[config.mk]
export PLATFORM = sky130hd
export DESIGN_NAME = counter_sequencer
export DESIGN_NICKNAME = d
export VERILOG_FILES = /design/src/rtl/counter_seq_pkg.sv /design/src/rtl/tick_divider.sv /design/src/rtl/counter_sequencer.sv
export SDC_FILE = /design/constraint.sdc
export NUM_CORES = 1
export LEC_CHECK = 0
export CORE_MARGIN = 1.5
export CORE_UTILIZATION = 54
export CTS_CLUSTER_SIZE = 16
export DETAILED_ROUTE_END_ITERATION = 7
export PLACE_DENSITY_LB_ADDON = 0.25
export SLEW_MARGIN = 20
export SYNTH_ARGS = -nofsm -noshare
export SYNTH_HDL_FRONTEND = slang
export SYNTH_SLANG_ARGS = --single-unit
[constraint.sdc]
create_clock -name clk -period 2.81 [get_ports clk]
set_input_delay 0.281 -clock clk [delete_from_list [all_inputs] [get_ports clk]]
set_output_delay 0.281 -clock clk [all_outputs]
set_load 0.02 [all_outputs]
[src/rtl/counter_seq_pkg.sv]
// Shared types and constants for the counter sequencer: FSM state encoding and run modes.
package counter_seq_pkg;

    typedef enum logic [1:0] {
        IDLE     = 2'd0,
        RUN_UP   = 2'd1,
        RUN_DOWN = 2'd2,
        DONE     = 2'd3
    } state_t;

    localparam logic [1:0] MODE_UP       = 2'b00;
    localparam logic [1:0] MODE_DOWN     = 2'b01;
    localparam logic [1:0] MODE_UPDN     = 2'b10;
    localparam logic [1:0] MODE_PINGPONG = 2'b11;

    // True in either counting state; busy and the prescaler run both key off this.
    function automatic logic is_run(input state_t s);
        return (s == RUN_UP) || (s == RUN_DOWN);
    endfunction

endpackage

[src/rtl/tick_divider.sv]
// Prescaler: counts run cycles modulo DIV and strobes tick on the last phase.
module tick_divider #(
    parameter int DIV = 4
) (
    input  logic clk,
    input  logic rst,
    input  logic clr,
    input  logic run,
    output logic tick
);

    localparam int CW = $clog2(DIV);
    localparam logic [CW-1:0] LAST = CW'(DIV - 1);

    logic [CW-1:0] phase;

    // Phase advances only while running, so a freeze keeps the position within the step.
    always_ff @(posedge clk) begin
        if (rst || clr) begin
            phase <= '0;
        end else if (run) begin
            phase <= (phase == LAST) ? '0 : phase + 1'b1;
        end
    end

    assign tick = run && (phase == LAST);

endmodule

[src/rtl/counter_sequencer.sv]
// Up/down/ping-pong count sequencer stepping once every DIV clocks via tick_divider.
module counter_sequencer
    import counter_seq_pkg::*;
#(
    parameter int WIDTH = 4,
    parameter int DIV   = 4
) (
    input  logic             clk,
    input  logic             rst,
    input  logic             start,
    input  logic             stop,
    input  logic             halt,
    input  logic [1:0]       mode,
    input  logic [WIDTH-1:0] limit,
    output logic [WIDTH-1:0] count,
    output logic             sel,
    output logic             tick,
    output logic             busy,
    output logic             done
);

    state_t           state, next_state;
    logic [1:0]       mode_q, mode_d;
    logic [WIDTH-1:0] limit_q, limit_d;
    logic [WIDTH-1:0] count_d;
    logic             div_clr;
    logic             div_run;
    logic             div_tick;

    assign div_run = is_run(state) && !halt;

    tick_divider #(
        .DIV (DIV)
    ) u_tick_divider (
        .clk  (clk),
        .rst  (rst),
        .clr  (div_clr),
        .run  (div_run),
        .tick (div_tick)
    );

    // An abort on the same cycle as the last prescale phase must not produce a step.
    assign tick = div_tick && !stop;
    assign sel  = (state == RUN_DOWN);
    assign busy = is_run(state);
    assign done = (state == DONE);

    // State, count and the latched run parameters all update together.
    always_ff @(posedge clk) begin
        if (rst) begin
            state   <= IDLE;
            count   <= '0;
            mode_q  <= MODE_UP;
            limit_q <= '0;
        end else begin
            state   <= next_state;
            count   <= count_d;
            mode_q  <= mode_d;
            limit_q <= limit_d;
        end
    end

    // Next-state and count datapath; stop wins over tick, and the terminal values never wrap.
    always_comb begin
        next_state = state;
        count_d    = count;
        mode_d     = mode_q;
        limit_d    = limit_q;
        div_clr    = 1'b0;
        case (state)
            IDLE: begin
                if (start) begin
                    div_clr = 1'b1;
                    mode_d  = mode;
                    limit_d = limit;
                    if (mode == MODE_DOWN) begin
                        count_d    = limit;
                        next_state = RUN_DOWN;
                    end else begin
                        count_d    = '0;
                        next_state = RUN_UP;
                    end
                end
            end
            RUN_UP: begin
                if (stop) begin
                    next_state = IDLE;
                end else if (tick) begin
                    if (count < limit_q) begin
                        count_d = count + 1'b1;
                    end else if (mode_q == MODE_UP) begin
                        next_state = DONE;
                    end else begin
                        next_state = RUN_DOWN;
                    end
                end
            end
            RUN_DOWN: begin
                if (stop) begin
                    next_state = IDLE;
                end else if (tick) begin
                    if (count != '0) begin
                        count_d = count - 1'b1;
                    end else if (mode_q == MODE_PINGPONG) begin
                        next_state = RUN_UP;
                    end else begin
                        next_state = DONE;
                    end
                end
            end
            DONE: begin
                next_state = IDLE;
            end
            default: begin
                next_state = IDLE;
            end
        endcase
    end

endmodule

==> results.toml <==
[floorplan]
die_h_um = 45.7
ios = 19
dieArea_sq_um = 2090
start_util_pct = 57.1
fp-row-count = 15
coreArea_sq_um = 1730
die_x_um = 45.7

[route]
initialDrtViolationCount = 11
drc = 0
wl_per_cell_um = 13.5
vias = 907
ant_nets = 0
dr.pass1.iters = 4
drt_wl_total_um = 2130
vias_per_cell = 5.74

[status]
status = "complete, no violations"

[timing]
grt_setup_unrepaired = "false"
final.setup.worst_slack_ns = 0.371
skew_ns = 0.00136
hold_viol = 0
worstMarginPinSlew_ns = 0.551
timing.fmax_mhz = 410
relSlewSlack_pct = 63.1
setup_viol = 0
setup_tns_ns = 0
finalCritPeriodShare_pct = 86.8
finalCriticalPeriod_ns = 2.44
slew_viol_final = 0

[clock_tree]
clockBufferDepth = 2
htree_levels = 1
cts_tree = "built"
clock_latency_ns = 0.29
post_cts_buffers = 0
cts-root-buf = "clkbuf_4"
post_cts_resized = 0
cts_hold_buffers = 0
clk_pin_slew_ns = 0.09
cts.sinks = 14
cts_buffers = 3

[place]
port_buffers = 18
pre_cts_ws_ns = 0.661
hpwlAfterDp_um = 1660
gp_congestion = 0.813

[synthesis]
synth_fp_nets = 138
synthesis.area_sq_um = 986
synth_cells = 115
ys_warn_count = 0
synth.distinct_cells = 36
syn_area_per_cell_sq_um = 8.57
yosysSeqAreaShare_pct = 28.4
ys_seq_elements = 14

[worst_setup_path]
startpoint_type = "flip-flop"
worst-path-max-fanout = 11
required_ns = 2.53
arrival_ns = 2.16
r2r_slack_ns = 0.63
path_class = "reg -> out"
endpoint_kind = "output pin"

[pwr]
peakVddDrop_uv = 476
p_per_area_nw_per_um2 = 985
p_leak_nw = 0.473

[layout]
seqCellArea_sq_um = 280
mostFrequentLayoutCells = "18 x clkdlybuf4s50_1, 14 x dfxtp_1, 13 x nand2_1, 13 x a21oi_1, 11 x ha_1"
n_fill_cell = 152
nNetsFinal = 157
final_common_cell = "clkdlybuf4s50_1"
multiInputGateArea_sq_um = 651
syn2layout_area_growth_pct = 22.6
antenna_cells = 0
drive_gt1_share_pct = 9.02

[grt]
antenna_found_initial = 0
grt_pass1_wl_um = 3610
grt_pass1_vias = 854
track_usage_pct = 24.1
grt_max_degree = 16
grt_remaining_overflow = 0

[flow_run]
cap_viol_max_count = 0

[min_path]
hold_class = "reg -> reg"
[routing by layer]
metal	track usage [%]	vias up	wire length [um]
met1	31.3	429	997
met4	12.0	0	46
met2	39.4	28	1000
li1	-	444	-
met3	2.38	6	85
met5	0	-	0
[path summary, 6_finish.rpt]
check              from          to  depth (start not counted)
max            state[1]        tick                          4
min          limit_q[1]  limit_q[1]                          2
max reg2reg    state[1]    count[2]                          7
min reg2reg  limit_q[1]  limit_q[1]                          2
[Yosys cell counts]
cell      number  area, sq um
o211ai_1       1         7.51
mux2_2         1         11.3
nor2_1         7         26.3
a211oi_4       1         20.0
xnor2_1        2         17.5
o21a_1         1         7.51
mux2i_1        1         10.0
and2b_1        1         7.51
and4bb_4       1         16.3
a21o_2         1         8.76
a22oi_1        2         15.0
or2b_1         1         7.51
nand3b_1       2         15.0
nor3_1         1         5.00
a21o_1         1         7.51
buf_6          1         11.3
xor2_1         1         8.76
inv_1          8         30.0
a31o_2         1         8.76
nand2_1       13         48.8
dfxtp_1       14          280
ha_1          11          138
nand3_1        6         30.0
o211ai_2       1         12.5
a21oi_1       13         65.1
clkbuf_1       1         3.75
nor3b_1        2         15.0
a211oi_1       6         45.0
buf_2          2         10.0
nand2b_1       3         18.8
a311oi_1       2         17.5
or4_4          1         11.3
nor2b_1        2         12.5
o21ai_0        1         5.00
fa_1           1         20.0
o311a_2        1         11.3
[worst max-delay path, cell delays in order, from the launching register on]
cell and delay (ns):
dfxtp_1 0.39, inv_1 0.10, ha_1 0.48, and4bb_4 0.30, clkdlybuf4s50_1 0.61
[logic make-up after synthesis]
| family | after synthesis | share of synthesized area, % |
|---|---|---|
| buffers and inverters | 12 | 5.58 |
| AND/OR/NAND/NOR | 40 | 21.7 |
| adder cells (fa/ha/maj) | 12 | 16.0 |
| flip-flops | 14 | 28.4 |
| AO/OA/AOI/OAI | 32 | 23.5 |
| XOR/XNOR | 3 | 2.67 |
| multiplexers | 2 | 2.16 |
[state kept, by name, summed over array words and instances (netlist names)]
name,flops
mode_q,2
state,2
count,4
u_tick_divider.phase,2
limit_q,4
[through the flow]
step           utilization (%)  power (W)  hold WS (ns)  instances  cell area [sq um]
4_1_cts                   70.0    0.00119         0.463        158               1210
5_1_grt                   70.0    0.00129         0.486        158               1210
3_3_place_gp              67.9    0.00102         0.438        154               1170
6_report                  70.0    0.00119         0.460        158               1210
3_5_place_dp              67.9    0.00104         0.449        154               1170
2_1_floorplan                -   0.000862         0.353        115                986
[where the power goes]
part           total [W]  internal (W)  leakage, nW  switching, W
registers       0.000306      0.000252        0.115     0.0000546
clock network   0.000153     0.0000789       0.0210     0.0000739
logic           0.000732      0.000334        0.337      0.000398
total            0.00119      0.000664        0.473      0.000527
[final cells by class]
class / instances / share of cell area, %
repair buffers: 18 / 14.9
flip-flops and latches: 14 / 23.2
inverters: 8 / 2.48
multi-input cells: 89 / 53.8
well taps: 25 / 2.59
clock buffers: 4 / 3.00
Note: power is estimated with default switching activity, not from simulation.
